### src/rtl/image_streamer.sv
// Raster-order frame reader: pulls H*W pixels from a 1-cycle-latency ROM and
// presents them on a valid/ready stream with end-of-row / end-of-frame flags.
module image_streamer #(
    parameter int H  = 28,
    parameter int W  = 28,
    parameter int DW = 16,
    parameter int AW = 10
) (
    input  logic          clk,
    input  logic          rst,
    input  logic          start,
    output logic          mem_en,
    output logic [AW-1:0] mem_addr,
    input  logic [DW-1:0] mem_rdata,
    output logic          m_valid,
    input  logic          m_ready,
    output logic [DW-1:0] m_data,
    output logic          m_eol,
    output logic          m_last,
    output logic          busy,
    output logic          done
);
    localparam int RW = (H > 1) ? $clog2(H) : 1;
    localparam int CW = (W > 1) ? $clog2(W) : 1;
    localparam logic [AW-1:0] LAST_ADDR = AW'(H*W-1);

    typedef enum logic [1:0] {S_IDLE, S_STREAM, S_DRAIN} state_t;

    state_t        r_state, w_next;
    logic [AW-1:0] r_addr;
    logic          r_pend;
    logic [DW-1:0] r_q0, r_q1;
    logic [1:0]    r_cnt;
    logic [RW-1:0] r_row;
    logic [CW-1:0] r_col;
    logic          r_done;

    logic          w_pop, w_start, w_last_rd, w_col_end, w_row_end;
    logic [2:0]    w_occ;

    assign w_pop     = m_valid & m_ready;
    assign w_start   = (r_state == S_IDLE) & start;
    assign w_last_rd = mem_en & (r_addr == LAST_ADDR);
    assign w_col_end = (r_col == CW'(W-1));
    assign w_row_end = (r_row == RW'(H-1));
    // occupancy seen by the next read: buffered + in flight, after this cycle's pop
    assign w_occ     = {1'b0, r_cnt} + {2'b0, r_pend} - {2'b0, w_pop};

    always_ff @(posedge clk or negedge rst) begin
        if (!rst) r_state <= S_IDLE;
        else      r_state <= w_next;
    end

    always_comb begin
        w_next = r_state;
        case (r_state)
            S_IDLE:   if (start)            w_next = S_STREAM;
            S_STREAM: if (w_last_rd)        w_next = S_DRAIN;
            S_DRAIN:  if (w_pop && m_last)  w_next = S_IDLE;
            default:                        w_next = S_IDLE;
        endcase
    end

    always_comb begin
        mem_en = (r_state == S_STREAM) && (w_occ < 3'd2);
        busy   = (r_state != S_IDLE);
    end

    always_ff @(posedge clk or negedge rst) begin
        if (!rst) begin
            r_addr <= '0;
            r_pend <= 1'b0;
            r_q0   <= '0;
            r_q1   <= '0;
            r_cnt  <= 2'd0;
            r_row  <= '0;
            r_col  <= '0;
            r_done <= 1'b0;
        end else begin
            r_pend <= mem_en;
            r_done <= (r_state == S_DRAIN) && w_pop && m_last;

            if (w_start)     r_addr <= '0;
            else if (mem_en) r_addr <= r_addr + AW'(1);

            // 2-entry FIFO; r_q0 is the head. Overflow cannot occur because
            // reads are throttled by w_occ.
            case ({r_pend, w_pop})
                2'b01: begin
                    r_q0  <= r_q1;
                    r_cnt <= r_cnt - 2'd1;
                end
                2'b10: begin
                    if (r_cnt == 2'd0) r_q0 <= mem_rdata;
                    else               r_q1 <= mem_rdata;
                    r_cnt <= r_cnt + 2'd1;
                end
                2'b11: begin
                    if (r_cnt == 2'd1) r_q0 <= mem_rdata;
                    else begin
                        r_q0 <= r_q1;
                        r_q1 <= mem_rdata;
                    end
                end
                default: ;
            endcase

            if (w_start) begin
                r_row <= '0;
                r_col <= '0;
            end else if (w_pop) begin
                if (w_col_end) begin
                    r_col <= '0;
                    r_row <= w_row_end ? '0 : r_row + RW'(1);
                end else begin
                    r_col <= r_col + CW'(1);
                end
            end
        end
    end

    assign mem_addr = r_addr;
    assign m_valid  = (r_cnt != 2'd0);
    assign m_data   = r_q0;
    assign m_eol    = m_valid & w_col_end;
    assign m_last   = m_eol & w_row_end;
    assign done     = r_done;

endmodule

### config.mk
export PLATFORM = sky130hd
export DESIGN_NAME = image_streamer
export DESIGN_NICKNAME = d
export VERILOG_FILES = /design/src/rtl/image_streamer.sv
export SDC_FILE = /design/constraint.sdc
export NUM_CORES = 1
export LEC_CHECK = 0
export ABC_AREA = 1
export CAP_MARGIN = 20
export CORE_MARGIN = 2
export CORE_UTILIZATION = 25
export DETAILED_ROUTE_END_ITERATION = 16
export MAX_ROUTING_LAYER = met4
export SKIP_CTS_REPAIR_TIMING = 1
export SYNTH_ARGS = -nofsm -noshare
export SYNTH_HDL_FRONTEND = slang
export SYNTH_SLANG_ARGS = --single-unit
### constraint.sdc
create_clock -name clk -period 3.4 [get_ports clk]
set_input_delay 0.51 -clock clk [delete_from_list [all_inputs] [get_ports clk]]
set_output_delay 0.51 -clock clk [all_outputs]
set_load 0.01 [all_outputs]
== Word-level counts from Yosys, hierarchy flattened ==
Index checks and enable logic that the tools add are counted.
W data, S select, Z words.

* Add/subtract/negate cells: 7
* $mul: 0
* Div/mod/pow operators: 0
* Magnitude comparators: 1
* Eq/ne operators: 15
* Shift-type cells: 0
* Mux-type cells: 20
* Bitwise operators: 5
* Reductions and logical operators: 18

{| class="wikitable"
|+ Operators by type and width
! cell !! count
|-
| $mux W16 || 4
|-
| $pmux W16 S3 || 1
|-
| $mux W5 || 7
|-
| $pmux W16 S2 || 1
|-
| $mux W10 || 2
|-
| $reduce_bool A2 Y1 || 7
|-
| $ne A2 B2 Y1 const B || 6
|-
| $add A10 B1 Y10 const B || 1
|-
| $add A5 B1 Y5 const B || 2
|-
| $eq A10 B10 Y1 const B || 1
|-
| $eq A5 B5 Y1 const B || 2
|-
| $eq A2 B1 Y1 const B || 3
|-
| $eq A2 B2 Y1 const B || 3
|-
| $mux W2 || 3
|-
| $pmux W2 S3 || 1
|-
| $reduce_and A3 Y1 || 2
|-
| $and A1 B1 Y1 || 5
|-
| $logic_and A1 B1 Y1 || 4
|-
| $logic_not A2 Y1 || 2
|-
| $pmux W2 S2 || 1
|-
| $reduce_and A2 Y1 || 2
|-
| $add A2 B1 Y3 || 1
|-
| $lt A3 B2 Y1 const B || 1
|-
| $reduce_bool A3 Y1 || 1
|-
| 3 further kinds || 3
|}

* Bits in registers: 58
* Bits in latches: 0
* Bits in writable memories: 0
* Bits in read-only memories: 0
* Input bits: 20
* Output and inout bits: 32
* Logic and storage cells: 75
* Memories kept: 0

== Logic depth before layout (Yosys ltp) ==
* Depth after elaboration: 8
* Mapped depth: 16

== Worst setup path before layout ==
No wires, ideal clock.

* Path kind: flip-flop to output port
* From: register r_cnt[1]
* To: output mem_en
* Data arrival time: 2.116 ns
* Data required time: 2.890 ns
* Path slack: 0.774 ns
* Cell stages (with the launch flop): 12
* Buffers on the path: 0
* Cells stage by stage: dfrtp_1 > inv_1 > ha_1 > inv_2 > nand2_8 > nor2_1 > o21ai_0 > fa_1 > inv_1 > nor2_1 > nand2_1 > inv_1

* Longest elaborated chain between the ends: 5

{| class="wikitable"
|+ Ends and longest elaborated chain
! item !! line !! text
|-
| from (decl) || 33 || <nowiki>logic [1:0] r_cnt;</nowiki>
|-
| from (signal assigned) || 91 || <nowiki>r_cnt <= r_cnt - 2'd1;</nowiki>
|-
| from (signal assigned) || 96 || <nowiki>r_cnt <= r_cnt + 2'd1;</nowiki>
|-
| $reduce_bool A2 Y1 || 123 || <nowiki>assign m_valid = (r_cnt != 2'd0);</nowiki>
|-
| via m_valid || 15 || <nowiki>output logic m_valid,</nowiki>
|-
| $and A1 B1 Y1 || 41 || <nowiki>assign w_pop = m_valid & m_ready;</nowiki>
|-
| $sub A3 B1 Y3 || 47 || <nowiki>assign w_occ = {1'b0, r_cnt} + {2'b0, r_pend} - {2'b0, w_pop};</nowiki>
|-
| $lt A3 B2 Y1 || 65 || <nowiki>mem_en = (r_state == S_STREAM) && (w_occ < 3'd2);</nowiki>
|-
| $logic_and A1 B1 Y1 || 65 ||
|-
| to (decl) || 12 || <nowiki>output logic mem_en,</nowiki>
|}

The timed path passes the listed nets, and every way through them passes these cells.

== Final worst setup path ==
* From: register r_cnt[1]
* To: output mem_en

* Longest elaborated chain between the ends: 5

{| class="wikitable"
|+ Ends and longest elaborated chain
! item !! line
|-
| branches (longest 2 deep; another with $add A2 B1 Y3) || -
|-
| $sub A3 B1 Y3 (*) || 47
|-
| $lt A3 B2 Y1 (*) || 65
|-
| $logic_and A1 B1 Y1 (*) || 65
|}

Mark *: on every way between the ends.

==> reports/results.txt <==
Status = finished clean
Later-pin clock latency in the skew report = 0.33 ns
Layout cells sized above 1 = 12.4%
Final Hold Fails = 0
Synth cell types = 32
First-pass DRT Iterations = 4
First-pass GRT wire length = 13.9 mm
Net Sw Frac = 37.1%
Tcrit/Tclk final = 84.9%
Worst path top cell family by delay = adder cells
Setup CP Type = reg -> out
Port bufs = 51
Clk network pwr share = 27.2%
CTS tree = yes
Post-Layout Cell Count = 646
Initial antenna violation count = 0
Critical Path Start Type = flip-flop
Gr ovfl total = 0
Post-Syn Area = 0.00327 mm2
Io pins = 52
Most frequent cells in the layout = nand2_1 (82), dfrtp_1 (58), nor2_1 (48), clkdlybuf4s50_1 (48), inv_1 (45)
Number of synthesized flops with an enable pin = 0
Worst-margin pin slew = 0.757 ns
R2R cell count = 15
DRC = 0
Area growth syn-to-layout = 34.3%
Commonest non-fill, non-tap cell in the layout = nand2_1
Area of the multi-input gates = 0.00155 mm2
Placement row count = 41
RR Startpoint = r_cnt[1]
Final slew viol count = 0
Internal power component = 0.00243 W
Dpl hpwl = 5.56 mm
Gate Count Post-Synth = 408
Ys Warns = 0
ANT cells = 0
Leakage dissipation = 2.01 nW
Synth Net Count = 435
Max Fclk = 346 MHz
Largest net degree at the start of global routing = 43
Synth Area per Inst = 8.01 um2
Slew margin rel. = 49.5%
Post-synth top flop = dfrtp_1
Hold crit path type = in -> async
Die Footprint = 0.0140 mm2
Worst-path fanout max = 5
Antenna-violating nets left = 0
Critical path cell sequence = inv_1 -> ha_4 -> inv_2 -> nand2_8 -> nor2_2 -> o21ai_0 -> fa_1 -> inv_1 -> nor2_1 -> nand2_1 -> inv_1 -> dlymetal6s2s_1
Reg-to-Reg End = r_state[0]
Max cap viols = 0
Core area = 0.0127 mm2
Reg clk slew, reported paths = 0.05 ns
Nets@finish = 496
Root Driver = clkbuf_16
Vias in the first global route = 2908
Placed insts = 626
Iteration-0 DRC Markers = 141
GRT Total Usage = 12.6%
Slowest Stage Delay on Critical Path = 0.50 ns
Post-Route WL = 8.18 mm
Fin Clk Skew = 0.00395 ns
Clk buf depth = 2
CP startpoint = r_cnt[1]
Setup violators final = 0
TritonCTS Sinks = 58
Register area share after synthesis = 44.4%
Final core utilization = 34.6%
Post-synth ARST share = 100%
Maximum VDD drop = 0.314 mV
Required time of the worst setup path = 2.89 ns
Arr. time, crit path = 2.38 ns
Die Y = 118 um
Number of clock buffers inserted by TritonCTS = 9
Initial Utilization = 25.8%
#FFs+latches synth = 58
RSZ-0062 raised after global routing = false
Register Area = 0.00145 mm2
Levels on crit path = 12
H-tree depth = 3
Final Wtd Congestion = 0.771
CP max stage cell = fa_1
PD cells = 882 mW/mm2
WP buf/inv = 5
CP endpoint kind = output pin
End of the critical path = mem_en
Fin crit period = 2.89 ns
Fill cells = 1302
Mean routed wirelength per cell = 12.7 um
Die Width = 118 um
Cell repeated most along the worst path = inv_1
Sequential share of power = 29.3%
Via-to-Cell Ratio = 4.51
Total number of vias = 2912
Combinational Power Share = 43.5%
Reg2Reg Setup Slack = 0.90 ns
NetSw = 0.00144 W
-- cell families (layout without fill, tap and decap cells) --
group                    count (synthesis)  after routing  synth area share [%]
adder cells (fa/ha/maj)                  7              7                  2.91
flip-flops                              58             58                  44.4
XOR/XNOR                                 7              7                  1.88
AO/OA/AOI/OAI                           86             86                  17.2
AND/OR/NAND/NOR                        186            186                  25.0
buffers and inverters                   64            130                  8.57
-- stage by stage --
stage               worst slack (ns)  hold WS [ns]  setup TNS (ns)  cell area, um2  total power, W
global route                   0.320         0.121               0            4390         0.00416
global placement              0.0347         0.500               0            3980         0.00275
floorplan                      0.774         0.214               0            3270         0.00220
detailed placement            0.0487         0.510               0            3980         0.00280
CTS                          -0.0921         0.390         -0.0921            4330         0.00388
finish                         0.512         0.106               0            4390         0.00387
-- metal layers --
layer,vias to the layer above,GRT usage (%),routed length (um)
met2,41,19.9,3960
li1,1458,-,-
met3,14,2.70,212
met5,-,-,0
met1,1399,15.5,3860
met4,0,5.27,144
-- final cells by class --
| type | instances | area share (%) |
|---|---|---|
| multi-input combinational | 286 | 35.4 |
| sequential | 58 | 33.1 |
| timing repair buffer | 65 | 14.6 |
| clock buffer | 12 | 5.62 |
| tap | 172 | 4.90 |
| inverter | 49 | 4.19 |
| clock inverter | 4 | 2.25 |
-- state kept, by name, indices dropped and copies added (netlist names) --
register / flops
r_cnt: 2
done: 1
r_state: 2
mem_addr: 10
r_pend: 1
r_col: 5
r_q1: 16
m_data: 16
r_row: 5
-- synthesized netlist by cell type (all sizes together) (2+ instances only) --
cell type / n / share of area, %
dfrtp: 58 / 44
a21oi: 18 / 4.4
inv: 49 / 5.6
clkbuf: 3 / 0.38
nand3: 35 / 5.4
ha: 6 / 2.3
buf: 12 / 2.6
nand2: 85 / 11
a31oi: 16 / 3.1
nor2: 54 / 7.0
o21bai: 2 / 0.46
xnor2: 2 / 0.54
nor3: 6 / 0.92
xor2: 5 / 1.3
a21boi: 16 / 3.7
o21ai: 34 / 5.7
nand4: 5 / 0.96
-- worst min-delay path by stage --
stage	depth (start not counted)	from	slack [ns]	to
2_1_floorplan	0	rst	0.21	done
3_3_place_gp	2	r_row[1]	0.50	r_row[1]
3_5_place_dp	2	r_col[1]	0.51	r_col[1]
4_1_cts	1	rst	0.39	mem_addr[9]
5_1_grt	1	rst	0.12	r_q1[8]
6_report	1	rst	0.11	mem_addr[5]
-- power by group through the flow --
stage	logic, W	clock network, W	registers [W]
5_1_grt	0.00188	0.00111	0.00117
6_report	0.00168	0.00105	0.00114
2_1_floorplan	0.00104	0	0.00116
4_1_cts	0.00166	0.00107	0.00114
3_3_place_gp	0.00161	0	0.00114
3_5_place_dp	0.00165	0	0.00115
Note: power is estimated with default switching activity, not from simulation.
==> variant 1, RTL diff (same settings) <==
The 3 states of `state_t` get a one-hot encoding in 3 bits.
--- a/src/rtl/image_streamer.sv
+++ b/src/rtl/image_streamer.sv
@@ -25,5 +25,5 @@
     localparam logic [AW-1:0] LAST_ADDR = AW'(H*W-1);
 
-    typedef enum logic [1:0] {S_IDLE, S_STREAM, S_DRAIN} state_t;
+    typedef enum logic [2:0] {S_IDLE = 3'b001, S_STREAM = 3'b010, S_DRAIN = 3'b100} state_t;
 
     state_t        r_state, w_next;
Formal check against the unedited RTL: same outputs for any inputs over 10 cycles, from zero or initial values and one cycle with rst low; not proved beyond that.
==> variant 1 against the original RTL <==
Worst setup slack lost 0.051 ns. Critical path type unchanged. Synthesized area grew 3.5%. Design area shrank 1.1%. Largest power group unchanged. Routed wire length grew 2.4%. Critical path depth shrank 1. Power shrank 19%. Sequential cell count grew 1. Combinational power shrank 26%.
==> variant 1: results (changes against the original RTL) <==
Outcome -> completed
Placed Area -> 4060 sq um (+1.9%)
Proportion of layout cells with a drive suffix above 1 -> 9.04% (-3.4 points)
Worst Path Arrival -> 2.43 ns (+0.05 ns)
Post-Synth Adder-Cell Area -> 2.81% (-0.099 points)
Wire length of the first global-routing pass -> 14.4 mm (+3.5%)
Post-Place Cells -> 669 (+6.9%)
Top cells by area, synth -> dfrtp_1 (43%), nand2_1 (15%), o21ai_0 (8.3%)
Number of global-route vias before repair -> 3016 (+3.7%)
Gr usage total -> 12.7% (+0.15 points)
Worst ir drop on vdd -> 0.277 mV (-12%)
Gpl congestion -> 0.807 (+4.7%)
Drt total wl -> 8.37 mm (+2.4%)
Fillers -> 1382 (+6.1%)
Clock skew -> 0.00684 ns (+0.00289 ns)
Port bufs -> 51 (unchanged)
Met1 Use GR -> 16.4% (+0.91 points)
Post-synthesis sequential area ratio -> 43.7% (-0.73 points)
Static leakage -> 2.10 nW (+4.3%)
Grt met3 use -> 3.58% (+0.88 points)
Largest net degree at the start of global routing -> 40 (-7.0%)
Post-DP HPWL -> 5.72 mm (+2.8%)
Skew-Pair Late Insertion Delay -> 0.33 ns (about the same)
DR pass1 iterations -> 5 (+1)
XOR/XNOR Fraction of Synth Area -> 2.07% (+0.20 points)
GR Util met2 -> 20.0% (+0.051 points)
Pre-CTS WS -> 0.147 ns (+0.0986 ns)
Post-synth net total -> 477 (+9.7%)
Final #Nets -> 531 (+7.1%)
Initial DRC Count -> 293 (+110%)
Library cells used by synthesis -> 31 (-3.1%)
Post-Syn Area per Cell -> 7.52 sq um (-6.1%)
Post-route non-filler standard cell count -> 685 (+6.0%)
Post-synthesis compound-gate area fraction -> 14.2% (-3.0 points)
Post-synth top cells -> nand2_1 (131), inv_1 (61), dfrtp_1 (58)
[variant 1: cell types whose count changed in the layout (fill, tap and decap cells not counted), moves of 6 or more]
| cell | change |
|---|---|
| o21ai_0 | +24 |
| a21oi_2 | -14 |
| nor2_1 | -12 |
| a31oi_1 | -15 |
| nand3_1 | -10 |
| o21ai_1 | +8 |
| buf_4 | -6 |
| a21boi_0 | -13 |
| o21ai_2 | +10 |
| nand2_1 | +49 |
| inv_1 | +16 |
[variant 1: cell type report]
type                            instances  area (sq um)  share of cell area (%)
Clock inverter                          2          10.0                   0.231
Multi-Input combinational cell        312          1560                    36.0
Tap cell                              176           220                    5.07
Clock buffer                           14           264                    6.08
Timing Repair Buffer                   57           553                    12.7
Inverter                               65           249                    5.74
Sequential cell                        59          1480                    34.1
[variant 1: per-layer routing]
metal  vias to the layer above  part of all wire, %
li1                       1542                    -
met1                      1424                   48
met2                        90                   46
met3                         9                  5.1
met4                         0                  1.1
met5                         -                    0
[variant 1: report_power, final]
group	total, mW	switching, mW	internal, mW
Sequential	1.05	0.133	0.912
Combinational	1.24	0.738	0.503
Clock	0.837	0.307	0.530
Total	3.12	1.18	1.95
[variant 1: critical path: cells and delay by family (launching register included)]
kind / cells / cell delay [ns]
flip-flops: 1 / 0.43
buffers and inverters: 4 / 0.42
AO/OA/AOI/OAI: 1 / 0.10
adder cells (fa/ha/maj): 2 / 0.74
AND/OR/NAND/NOR: 4 / 0.41
[variant 1: final timing paths]
kind	from	end	slack [ns]	cells after the start
min reg2reg	m_data[1]	m_data[1]	0.48	2
max in group asynchronous	rst	r_cnt[1]	2.33	2
max	r_cnt[1]	mem_en	0.46	11
min in group clk	m_data[1]	m_data[1]	0.48	2
min	rst	m_data[11]	0.15	1
max reg2reg	r_cnt[1]	mem_addr[4]	0.58	16
==> variant 2, RTL diff (same flow settings) <==
Without the edit above. Set the parameter `AW` to 9 (it was 10).
--- a/src/rtl/image_streamer.sv
+++ b/src/rtl/image_streamer.sv
@@ -5,5 +5,5 @@
     parameter int W  = 28,
     parameter int DW = 16,
-    parameter int AW = 10
+    parameter int AW = 9
 ) (
     input  logic          clk,
Ports: changed (resized mem_addr); port bits go from 52 to 51. The function was not compared with the original's and may differ.
==> variant 2 against the original RTL <==
Synthesized area up 2.3%. Clock skew up 0.0036 ns. Sequential cell count down 1. Synthesized cell count up 11%. Design area down 1.6%. Cell count up 6.8%. Routed wire length up 9.0%. Combinational power up 2%. Power down 3.9%. Worst setup slack worse by 0.20 ns. Critical endpoint unchanged.
==> variant 2: results (changes against the original RTL) <==
Library cells used by synthesis -> 28 (-13%)
Outcome -> completed
Top cells by area, synth -> dfrtp_1 (43%), nand2_1 (21%), nand3_1 (10%)
Wire length of the first global-routing pass -> 15.1 mm (+9.0%)
Antenna Cells -> 0 (unchanged)
Maximum net fanout on the critical path -> 9 (+4)
Port bufs -> 50 (-2.0%)
Clock skew -> 0.00757 ns (+0.00362 ns)
Synth Warn # -> 0 (unchanged)
Clk buf depth -> 2 (unchanged)
Asr flop ratio synth -> 100% (unchanged)
Worst ir drop on vdd -> 0.485 mV (+55%)
Final #Nets -> 536 (+8.1%)
DR pass1 iterations -> 4 (unchanged)
Routed WL per cell -> 12.9 um (+2.0%)
Post-synth top cells -> nand2_1 (184), nand3_1 (70), dfrtp_1 (57)
Proportion of layout cells with a drive suffix above 1 -> 9.53% (-2.9 points)
Least-Margin Pin Slew -> 0.626 ns (-0.132 ns)
Synth Flop Type -> dfrtp_1
Root Buffer -> clkbuf_16
Fillers -> 1418 (+8.9%)
Initial DRC Count -> 225 (+60%)
Clk slew on worst S/H paths -> 0.05 ns (about the same)
Post-synthesis sequential area ratio -> 42.6% (-1.7 points)
Gpl congestion -> 0.838 (+8.6%)
Critical Path Max Stage Delay -> 0.50 ns (about the same)
Initial antenna violation count -> 0 (unchanged)
Number of synthesized flops with an enable pin -> 0 (unchanged)
Worst Path Arrival -> 2.58 ns (+0.20 ns)
Placed Area -> 4020 sq um (+1.0%)
Post-synth net total -> 481 (+11%)
Gr usage total -> 13.6% (+1.0 points)
Static leakage -> 2.09 nW (+4.0%)
TritonCTS Buffers -> 9 (unchanged)
Crit-path slowest cell -> fa_1
H-tree depth -> 3 (unchanged)
Skew-Pair Late Insertion Delay -> 0.32 ns
Via count -> 3108 (+6.7%)
Crit path max-delay family -> adder cells
Pre-CTS WS -> 0.131 ns (+0.0826 ns)
Largest net degree at the start of global routing -> 34 (-21%)
Post-DP HPWL -> 6.29 mm (+13%)
Die extent in x -> 120 um (+1.1%)
Multi-input gate area -> 1650 sq um (+6.5%)
==> variant 2: area by class of cell <==
cell class	count	area share (%)
clock inverter	2	0.232
timing repair buffer	60	13.3
multi-input combinational	342	38.3
clock buffer	14	6.58
tap	176	5.10
sequential	57	33.0
inverter	39	3.51
==> variant 2: path summary, 6_finish.rpt <==
kind                            from           to  slack (ns)  cells after the start
max                         r_cnt[1]       mem_en        0.31                     11
max in group asynchronous        rst  mem_addr[8]        2.62                      2
max reg2reg                 r_cnt[1]  mem_addr[4]        0.66                     15
min in group clk           m_data[2]    m_data[2]        0.47                      2
min reg2reg                m_data[2]    m_data[2]        0.47                      2
min                              rst     r_q1[13]         0.1                      1
==> variant 2: report_power, final <==
| group | switching (mW) | internal (mW) | total [mW] |
|---|---|---|---|
| clock | 0.297 | 0.569 | 0.866 |
| sequential | 0.212 | 0.927 | 1.14 |
| combinational | 1.01 | 0.704 | 1.72 |
==> variant 2: cell families after synthesis <==
family | Yosys count | synth area share [%]
and+or+nand+nor | 297 | 39.4
DFF | 57 | 42.6
AOI/OAI and AO/OA | 30 | 5.16
xor gates and xnor gates | 8 | 2.10
adders and majority gates | 7 | 2.84
buffers and inverters | 55 | 7.89
==> variant 2: per-stage QoR <==
stage | std cells | total power, mW
finish | 690 | 3.72
global route | 690 | 4.06
CTS | 690 | 3.78
detailed placement | 674 | 2.88
global placement | 674 | 2.83
floorplan | 454 | 2.29
==> variant 2: metal layers <==
layer | up-vias | wire length [um] | GRT usage (%)
met3 | 10 | 432 | 3.99
met4 | 0 | 107 | 2.79
met5 | - | 0 | -
met1 | 1462 | 4140 | 16.9
met2 | 78 | 4240 | 22.0
li1 | 1558 | - | -
